### src/rtl/mem_mar_mdr_unit_pkg.sv
// Shared types and constants for the LC-3 MAR/MDR memory interface stage.
package lc3_mem_pkg;

    localparam int unsigned WORD_W = 16;

    typedef enum logic [1:0] {IDLE, SETUP, STROBE, DONE} mem_state_t;

endpackage

### src/rtl/mem_mar_mdr_unit_if.sv
// Control-side and SRAM-side signals of the memory interface stage.
interface mem_mar_mdr_unit_if #(
    parameter int unsigned AddrW = 20
) ();
    import lc3_mem_pkg::*;

    logic [WORD_W-1:0] bus_in;
    logic              ld_mar;
    logic              ld_mdr;
    logic              mio_en;
    logic              mem_req;
    logic              mem_we;
    logic [WORD_W-1:0] mar;
    logic [WORD_W-1:0] mdr;
    logic              mem_busy;
    logic              mem_ready;
    logic [AddrW-1:0]  addr;
    logic [WORD_W-1:0] data_to_sram;
    logic [WORD_W-1:0] data_from_sram;
    logic              ce_n;
    logic              oe_n;
    logic              we_n;

    modport master (
        output bus_in, ld_mar, ld_mdr, mio_en, mem_req, mem_we, data_from_sram,
        input  mar, mdr, mem_busy, mem_ready, addr, data_to_sram, ce_n, oe_n, we_n
    );

    modport slave (
        input  bus_in, ld_mar, ld_mdr, mio_en, mem_req, mem_we, data_from_sram,
        output mar, mdr, mem_busy, mem_ready, addr, data_to_sram, ce_n, oe_n, we_n
    );

endinterface

### src/rtl/mem_mar_mdr_unit_reg_16.sv
// Load-enable word register with asynchronous active-low reset.
module reg_16
    import lc3_mem_pkg::*;
(
    input  logic              clk_i,
    input  logic              rst_ni,
    input  logic              ld_i,
    input  logic [WORD_W-1:0] d_i,
    output logic [WORD_W-1:0] q_o
);

    logic [WORD_W-1:0] q_q;

    always_ff @(posedge clk_i or negedge rst_ni) begin
        if (!rst_ni) begin
            q_q <= '0;
        end else if (ld_i) begin
            q_q <= d_i;
        end
    end

    assign q_o = q_q;

endmodule

### src/rtl/mem_mar_mdr_unit.sv
// LC-3 memory stage: MAR/MDR registers plus a fixed wait-state SRAM access sequencer.
module mem_mar_mdr_unit
    import lc3_mem_pkg::*;
#(
    parameter int unsigned WaitCycles = 2,
    parameter int unsigned AddrW      = 20
) (
    input logic               clk_i,
    input logic               rst_ni,
    mem_mar_mdr_unit_if.slave mem_if
);

    localparam logic [3:0] LastCnt = 4'(WaitCycles - 1);

    mem_state_t        state_q, state_d;
    logic              dir_q, dir_d;
    logic [3:0]        cnt_q, cnt_d;
    logic              idle, last_strobe, capture, mar_ld, mdr_ld;
    logic [WORD_W-1:0] mdr_in, mar, mdr;

    assign idle        = (state_q == IDLE);
    assign last_strobe = (state_q == STROBE) && (cnt_q == LastCnt);
    // Read data is captured on the edge that leaves the last strobe cycle.
    assign capture     = last_strobe && !dir_q;
    assign mar_ld      = idle && mem_if.ld_mar;
    assign mdr_ld      = (idle && mem_if.ld_mdr && !mem_if.mio_en) || capture;
    assign mdr_in      = capture ? mem_if.data_from_sram : mem_if.bus_in;

    reg_16 u_mar (
        .clk_i  (clk_i),
        .rst_ni (rst_ni),
        .ld_i   (mar_ld),
        .d_i    (mem_if.bus_in),
        .q_o    (mar)
    );

    reg_16 u_mdr (
        .clk_i  (clk_i),
        .rst_ni (rst_ni),
        .ld_i   (mdr_ld),
        .d_i    (mdr_in),
        .q_o    (mdr)
    );

    always_comb begin
        state_d = state_q;
        dir_d   = dir_q;
        cnt_d   = 4'd0;
        unique case (state_q)
            IDLE: begin
                if (mem_if.mem_req) begin
                    state_d = SETUP;
                    dir_d   = mem_if.mem_we;
                end
            end
            SETUP:  state_d = STROBE;
            STROBE: begin
                if (last_strobe) begin
                    state_d = DONE;
                end else begin
                    cnt_d = cnt_q + 4'd1;
                end
            end
            DONE:    state_d = IDLE;
            default: state_d = IDLE;
        endcase
    end

    always_ff @(posedge clk_i or negedge rst_ni) begin
        if (!rst_ni) begin
            state_q <= IDLE;
            dir_q   <= 1'b0;
            cnt_q   <= 4'd0;
        end else begin
            state_q <= state_d;
            dir_q   <= dir_d;
            cnt_q   <= cnt_d;
        end
    end

    // Strobes decode from registers only, so they move solely at clock edges or reset.
    assign mem_if.ce_n = !((state_q == SETUP) || (state_q == STROBE));
    assign mem_if.oe_n = !(((state_q == SETUP) || (state_q == STROBE)) && !dir_q);
    assign mem_if.we_n = !((state_q == STROBE) && dir_q);

    assign mem_if.mem_busy     = !idle;
    assign mem_if.mem_ready    = (state_q == DONE);
    assign mem_if.mar          = mar;
    assign mem_if.mdr          = mdr;
    assign mem_if.data_to_sram = mdr;
    assign mem_if.addr         = {{(AddrW - WORD_W){1'b0}}, mar};

endmodule

### src/flat_wrapper.sv
// flat-port wrapper written by rule: the top's interface ports become plain ports
module mem_mar_mdr_unit_flat import lc3_mem_pkg::*;
#(
    parameter int unsigned WaitCycles = 2,
    parameter int unsigned AddrW      = 20
)
  (clk_i, rst_ni, mem_if_bus_in, mem_if_ld_mar, mem_if_ld_mdr, mem_if_mio_en, mem_if_mem_req, mem_if_mem_we, mem_if_data_from_sram, mem_if_mar, mem_if_mdr, mem_if_mem_busy, mem_if_mem_ready, mem_if_addr, mem_if_data_to_sram, mem_if_ce_n, mem_if_oe_n, mem_if_we_n);
  mem_mar_mdr_unit_if #(.AddrW(AddrW)) mem_if_i ();
  input logic clk_i;
  input logic rst_ni;
  input wire logic [$bits(mem_if_i.bus_in)-1:0] mem_if_bus_in;
  input wire logic [$bits(mem_if_i.ld_mar)-1:0] mem_if_ld_mar;
  input wire logic [$bits(mem_if_i.ld_mdr)-1:0] mem_if_ld_mdr;
  input wire logic [$bits(mem_if_i.mio_en)-1:0] mem_if_mio_en;
  input wire logic [$bits(mem_if_i.mem_req)-1:0] mem_if_mem_req;
  input wire logic [$bits(mem_if_i.mem_we)-1:0] mem_if_mem_we;
  input wire logic [$bits(mem_if_i.data_from_sram)-1:0] mem_if_data_from_sram;
  output wire logic [$bits(mem_if_i.mar)-1:0] mem_if_mar;
  output wire logic [$bits(mem_if_i.mdr)-1:0] mem_if_mdr;
  output wire logic [$bits(mem_if_i.mem_busy)-1:0] mem_if_mem_busy;
  output wire logic [$bits(mem_if_i.mem_ready)-1:0] mem_if_mem_ready;
  output wire logic [$bits(mem_if_i.addr)-1:0] mem_if_addr;
  output wire logic [$bits(mem_if_i.data_to_sram)-1:0] mem_if_data_to_sram;
  output wire logic [$bits(mem_if_i.ce_n)-1:0] mem_if_ce_n;
  output wire logic [$bits(mem_if_i.oe_n)-1:0] mem_if_oe_n;
  output wire logic [$bits(mem_if_i.we_n)-1:0] mem_if_we_n;
  assign mem_if_i.bus_in = mem_if_bus_in;
  assign mem_if_i.ld_mar = mem_if_ld_mar;
  assign mem_if_i.ld_mdr = mem_if_ld_mdr;
  assign mem_if_i.mio_en = mem_if_mio_en;
  assign mem_if_i.mem_req = mem_if_mem_req;
  assign mem_if_i.mem_we = mem_if_mem_we;
  assign mem_if_i.data_from_sram = mem_if_data_from_sram;
  assign mem_if_mar = mem_if_i.mar;
  assign mem_if_mdr = mem_if_i.mdr;
  assign mem_if_mem_busy = mem_if_i.mem_busy;
  assign mem_if_mem_ready = mem_if_i.mem_ready;
  assign mem_if_addr = mem_if_i.addr;
  assign mem_if_data_to_sram = mem_if_i.data_to_sram;
  assign mem_if_ce_n = mem_if_i.ce_n;
  assign mem_if_oe_n = mem_if_i.oe_n;
  assign mem_if_we_n = mem_if_i.we_n;
  mem_mar_mdr_unit #(.WaitCycles(WaitCycles), .AddrW(AddrW)) u_core (.clk_i(clk_i), .rst_ni(rst_ni), .mem_if(mem_if_i));
endmodule
### config.mk
export PLATFORM = sky130hd
export DESIGN_NAME = mem_mar_mdr_unit_flat
export DESIGN_NICKNAME = d
export VERILOG_FILES = /design/src/rtl/mem_mar_mdr_unit_pkg.sv /design/src/rtl/mem_mar_mdr_unit_if.sv /design/src/rtl/mem_mar_mdr_unit_reg_16.sv /design/src/rtl/mem_mar_mdr_unit.sv /design/src/flat_wrapper.sv
export SDC_FILE = /design/constraint.sdc
export NUM_CORES = 1
export LEC_CHECK = 0
export CAP_MARGIN = 20
export CORE_MARGIN = 3
export CORE_UTILIZATION = 37
export CTS_CLUSTER_SIZE = 16
export DETAILED_ROUTE_END_ITERATION = 10
export PLACE_DENSITY = 0.77
export SYNTH_ARGS = -nofsm -noshare
export SYNTH_HDL_FRONTEND = slang
export SYNTH_SLANG_ARGS = --single-unit
### constraint.sdc
create_clock -name clk_i -period 4.8 [get_ports clk_i]
set_input_delay 0.72 -clock clk_i [delete_from_list [all_inputs] [get_ports clk_i]]
set_output_delay 0.72 -clock clk_i [all_outputs]
set_load 0.02 [all_outputs]
==> flow_summary.yaml, run 1 <==
status:
  status: "complete, no violations"
global_route:
  track_usage_pct: 13.7
  grt_pass1_wl_mm: 6.82
  grt_overflow_total: 0
  grt_max_degree: 40
  first_global_vias: 1407
  antenna_found_initial: 0
power:
  p_leak_nw: 1.33
  powerDensity_mw_per_mm2: 768
  peakVddDrop_mv: 0.327
sta:
  maxSlewViolCount: 0
  rsz0062_at_grt: "no"
  slew_headroom_pct: 39.2
  fin_crit_sh_pct: 51.0
  final-hold-violation-count: 0
  whs_ns: 0.511
  min_period_ns: 2.45
  fin_skew_ns: 0.00868
  finalSetupTns_ns: 0
  finalSetupViolCount: 0
  tightestPinTransition_ns: 0.912
  max_freq_mhz: 408
clock_network:
  cts.reportedPaths.clkPinSlew_ns: 0.07
  cts_tree: "yes"
  clock-sinks: 39
  numCtsBuffers: 5
  ctsHoldBuffers: 0
  clk_latency_ns: 0.29
  cts.repair.resized: 0
  cts_setup_buffers: 0
  cts_buffer_depth: 2
  htreeDepth: 2
  clk_root_buffer_cell: "clkbuf_8"
hold_path:
  min_from: "u_core.cnt_q[0]"
  worstHoldPathCells: 1
  hold_end: "u_core.cnt_q[0]"
  hp-class: "reg -> reg"
logic_synthesis:
  yosysUniqueCellTypes: 23
  syn_area_per_cell_um2: 13.2
  ys_ff_latch: 39
  synthCells: 159
  yosysWarnings: 0
  ys_seq_area_share_pct: 46.7
  syn_area_mm2: 0.00209
cells_and_area:
  diodes: 0
  area_growth_syn_to_layout_pct: 46.5
  layout-drive-gt1-share_pct: 24.9
  nNetsFinal: 281
  fillCellCount: 442
route:
  via_count: 1386
  wirelength_mm: 4.36
  ant_nets: 0
  wl_per_cell_um: 14.2
  first_pass_iters: 4
  post-route-drc-count: 0
  viasPerCell: 4.51
  drtIter0Drc: 38
setup_path:
  arrival_ns: 1.73
  worstRegToRegCells: 5
  worstSetupPathType: "reg -> out"
  r2r_end: "u_core.u_mdr.q_o[10]"
  crit_required_ns: 4.08
  critPathLaunchType: "flip-flop"
  r2r_slack_ns: 2.55
  crit_fanout: 3
  r2r_start: "u_core.state_q[0]"
  setup.worst_path.end_class: "primary output"
  startpoint: "u_core.state_q[0]"
place:
  gp_congestion: 0.665
  io_buffers: 107
  hpwl_mm: 3.35
floorplanning:
  initial_utilization_pct: 39.7
  die_x_um: 81.2
  pin_count: 112
  core_mm2: 0.00527
  die_y_um: 81.2
  dieArea_mm2: 0.00659
  rows: 26
job:
  cap_violations: 0
[Yosys cell counts]
master / number / area share, %
dfrtp_1: 39 / 47
mux2_2: 39 / 21
buf_4: 36 / 13
mux2_4: 10 / 7.2
ha_1: 6 / 3.6
inv_1: 5 / 0.90
nand2_1: 4 / 0.72
nor2_1: 3 / 0.54
clkbuf_1: 2 / 0.36
xnor2_1: 2 / 0.84
a21oi_1: 1 / 0.24
and2_1: 1 / 0.30
buf_12: 1 / 0.96
buf_6: 1 / 0.54
conb_1: 1 / 0.18
mux2i_1: 1 / 0.48
nand2b_1: 1 / 0.30
nand3_1: 1 / 0.24
nand3b_1: 1 / 0.36
nor2b_1: 1 / 0.30
o32a_1: 1 / 0.48
or3b_1: 1 / 0.42
or3b_4: 1 / 0.54
[cells by family (layout without fill, tap and decap cells)]
| group | after synthesis | in the layout | share of synthesized area, % |
|---|---|---|---|
| AND/OR/NAND/NOR | 14 | 14 | 3.71 |
| XOR/XNOR | 2 | 2 | 0.837 |
| flip-flops | 39 | 39 | 46.7 |
| buffers and inverters | 45 | 120 | 15.7 |
| AO/OA/AOI/OAI | 2 | 2 | 0.717 |
| multiplexers | 50 | 50 | 28.6 |
| adder cells (fa/ha/maj) | 6 | 6 | 3.59 |
| other | 1 | 4 | 0.179 |
[placed cells by master, fill, tap and decap left out, types with 2 or more instances in the layout]
master / instances
nor2_1: 3
ha_1: 6
mux2_2: 39
nand2_1: 4
clkdlybuf4s50_1: 106
xnor2_1: 2
mux2_4: 10
conb_1: 4
inv_1: 5
dfrtp_1: 39
clkbuf_8: 6
[stage by stage]
stage / power, mW / instance area (um2) / std cells / utilization, % / worst slack, ns
floorplan: 1.58 / 2100 / 162 / - / 2.76
global placement: 2.07 / 2950 / 299 / 55.9 / 2.10
detailed placement: 2.10 / 2950 / 299 / 55.9 / 2.08
CTS: 2.39 / 3070 / 307 / 58.2 / 2.34
global route: 2.50 / 3070 / 307 / 58.2 / 2.26
finish: 2.35 / 3070 / 307 / 58.2 / 2.35
[critical path, stage by stage, from the launching register on]
cell,delay (ns)
dfrtp_1,0.38
inv_1,0.09
ha_1,0.31
nand2b_1,0.07
clkdlybuf4s50_1,0.60
[layout make-up]
| cell class | instances | area, um2 | area share, % |
|---|---|---|---|
| Inverter | 5 | 18.8 | 0.612 |
| Tap cell | 70 | 87.6 | 2.86 |
| Clock buffer | 6 | 82.6 | 2.69 |
| Clock inverter | 2 | 35.0 | 1.14 |
| Timing Repair Buffer | 107 | 1070 | 34.8 |
| Sequential cell | 39 | 976 | 31.8 |
| Multi-Input combinational cell | 78 | 800 | 26.1 |
[power breakdown]
group / total (mW) / internal, mW / switching [mW]
combinational: 1.46 / 0.798 / 0.666
sequential: 0.610 / 0.491 / 0.119
clock: 0.280 / 0.168 / 0.112
total: 2.35 / 1.46 / 0.897
[layer usage]
layer / vias to the layer above / GRT usage (%) / share of wire [%]
met5: - / 0 / 0
met4: 0 / 4.05 / 1.2
met3: 6 / 4.55 / 7.6
met2: 59 / 23.3 / 52
met1: 666 / 16.5 / 39
li1: 655 / - / -
[worst max-delay path by stage]
stage                                 endpoint  slack [ns]
after floorplan           u_core.u_mdr.q_o[10]        2.76
after global placement     u_core.u_mdr.q_o[4]        2.10
after detailed placement  u_core.u_mdr.q_o[10]        2.08
after CTS                          mem_if_ce_n        2.34
after global routing               mem_if_ce_n        2.26
final                              mem_if_oe_n        2.35
[registers in the layout, indices dropped and copies added, names as in the netlist]
signal / flops
u_core.dir_q: 1
u_core.state_q: 2
u_core.cnt_q: 4
u_core.u_mdr.q_o: 16
u_core.u_mar.q_o: 16
Note: power is estimated with default switching activity, not from simulation.
==> inputs of run 2 (changes only) <==
--- a/config.mk
+++ b/config.mk
@@ -7,10 +7,10 @@
 export LEC_CHECK = 0
 export CAP_MARGIN = 20
 export CORE_MARGIN = 3
-export CORE_UTILIZATION = 37
+export CORE_UTILIZATION = 35
 export CTS_CLUSTER_SIZE = 16
 export DETAILED_ROUTE_END_ITERATION = 10
-export PLACE_DENSITY = 0.77
+export PLACE_DENSITY = 0.76
 export SYNTH_ARGS = -nofsm -noshare
 export SYNTH_HDL_FRONTEND = slang
 export SYNTH_SLANG_ARGS = --single-unit
==> constraint.sdc (replaced) <==
create_clock -name clk_i -period 2 [get_ports clk_i]
set_input_delay 0.3 -clock clk_i [delete_from_list [all_inputs] [get_ports clk_i]]
set_output_delay 0.3 -clock clk_i [all_outputs]
set_load 0.02 [all_outputs]
==> flow_summary.yaml, run 2 (synthesis results as in run 1) <==
floorplanning:
  core_mm2: 0.00564
  die_y_um: 83.3
  pin_count: 112
  initial_utilization_pct: 37.1
  die_x_um: 83.3
  dieArea_mm2: 0.00694
  rows: 27
route:
  drtIter0Drc: 36
  via_count: 1403
  viasPerCell: 4.44
  ant_nets: 0
  wirelength_mm: 4.54
  post-route-drc-count: 0
  first_pass_iters: 2
  wl_per_cell_um: 14.4
sta:
  max_freq_mhz: 511
  maxSlewViolCount: 0
  final-hold-violation-count: 0
  min_period_ns: 1.96
  rsz0062_at_grt: "yes"
  fin_skew_ns: 0.00628
  whs_ns: 0.498
  fin_crit_sh_pct: 97.8
  finalSetupViolCount: 0
global_route:
  antenna_found_initial: 0
  grt_pass1_wl_mm: 7.61
  grt_max_degree: 40
  grt_overflow_total: 0
  track_usage_pct: 13.7
  first_global_vias: 1515
cells_and_area:
  nNetsFinal: 288
  fillCellCount: 477
  multi_input_area_um2: 802
  final_common_cell: "clkdlybuf4s50_1"
  layout.area.seq_um2: 976
  area_growth_syn_to_layout_pct: 49.7
  final_cell_mix: "clkdlybuf4s50_1 (102), mux2_2 (39), dfrtp_1 (39), mux2_4 (10), ha_1 (6)"
  layout-drive-gt1-share_pct: 27.0
  diodes: 0
setup_path:
  setup.worst_path.end_class: "flip-flop"
  crit_required_ns: 2.17
  crit_fanout: 10
  critPathLaunchType: "flip-flop"
  crit_chain: "inv_1 -> ha_1 -> or3b_4 -> or3b_4 -> buf_12 -> mux2_4"
  worst_path_largest_cell_delay_ns: 0.40
  crit_path_frequent_cell: "or3b_4"
  worstRegToRegCells: 6
  crit_buf_inv: 2
  worstSetupPathType: "reg -> reg"
  arrival_ns: 2.13
  cp_num_cells: 6
  path_delay_family: "simple AND/OR/NAND/NOR gates"
  slowest_stage: "dfrtp_1"
clock_network:
  htreeDepth: 2
  clk_latency_ns: 0.28
  clock-sinks: 39
  cts_buffer_depth: 2
  clk_root_buffer_cell: "clkbuf_8"
  cts_tree: "yes"
  cts_setup_buffers: 0
  cts.reportedPaths.clkPinSlew_ns: 0.08
  numCtsBuffers: 5
power:
  powerDensity_mw_per_mm2: 1760
  total_power_mw: 5.53
  p_leak_nw: 1.37
  power.internal_mw: 3.35
  switching_share_pct: 39.4
  pwr-share-seq_pct: 26.6
  clockPowerShare_pct: 9.3
  peakVddDrop_mv: 0.828
  p_comb_share_pct: 64.0
  power.switching_mw: 2.18
hold_path:
  hp-class: "in -> async"
place:
  gp_congestion: 0.690
  io_buffers: 107
  hpwl_mm: 3.57
status:
  status: "complete, no violations"
job:
  cap_violations: 0
[run 2: worst paths after layout]
check	start	end	slack (ns)
worst max-delay path	u_core.cnt_q[1]	u_core.u_mdr.q_o[9]	0.04
worst min-delay path	rst_ni	u_core.u_mar.q_o[0]	0.50
worst max register to register	u_core.cnt_q[1]	u_core.u_mdr.q_o[9]	0.04
worst min register to register	u_core.cnt_q[0]	u_core.cnt_q[0]	0.50
max in group asynchronous	rst_ni	u_core.u_mar.q_o[9]	1.30
min in group clk_i	u_core.cnt_q[0]	u_core.cnt_q[0]	0.50
[run 2: area by class of cell]
class,count,share of cell area [%]
repair buffers,114,37.1
clock inverters,3,0.479
clock buffers,5,2.20
multi-input cells,78,25.6
flip-flops and latches,39,31.2
well taps,72,2.88
inverters,5,0.599
[run 2: power by group through the flow]
stage          sequential, mW  clock [mW]  combinational [mW]
2_1_floorplan            1.85           0                1.94
3_3_place_gp             1.47           0                3.56
3_5_place_dp             1.50           0                3.61
4_1_cts                  1.48       0.532                3.60
5_1_grt                  1.54       0.569                3.74
6_report                 1.47       0.516                3.54
[run 2: metrics by stage]
step / utilization (%) / setup TNS (ns) / std cells / worst slack (ns) / instance area (um2)
after floorplan: - / 0 / 162 / 0.0251 / 2100
after detailed placement: 53.8 / 0 / 307 / 0.0165 / 3030
after CTS: 55.4 / 0 / 316 / 0.0219 / 3130
after global placement: 53.8 / 0 / 307 / 0.0737 / 3030
after global routing: 55.5 / -0.0143 / 316 / -0.00545 / 3130
final: 55.5 / 0 / 316 / 0.0437 / 3130
[run 2: tightest hold or removal path, cell delays in order]
cell and delay [ns]:
dlygate4sd3_1 0.51, buf_2 0.12, buf_12 0.22
[run 2: timing repair]
item / in CTS / in global routing
hold buffers: 1 / 0
endpoints found under the hold margin: 39 / 0
pin swaps: 0 / 0
gates resized for setup: 3 / 2
endpoints found under the setup margin: 3 / 6
[run 2: routing by layer]
| layer | vias up | track usage, % | routed length (um) | share of wire [%] |
|---|---|---|---|---|
| met4 | 0 | 5.20 | 87 | 1.9 |
| li1 | 660 | - | - | - |
| met5 | - | 0 | 0 | 0 |
| met3 | 8 | 3.27 | 264 | 5.8 |
| met1 | 675 | 15.6 | 1770 | 39 |
| met2 | 60 | 24.6 | 2420 | 53 |
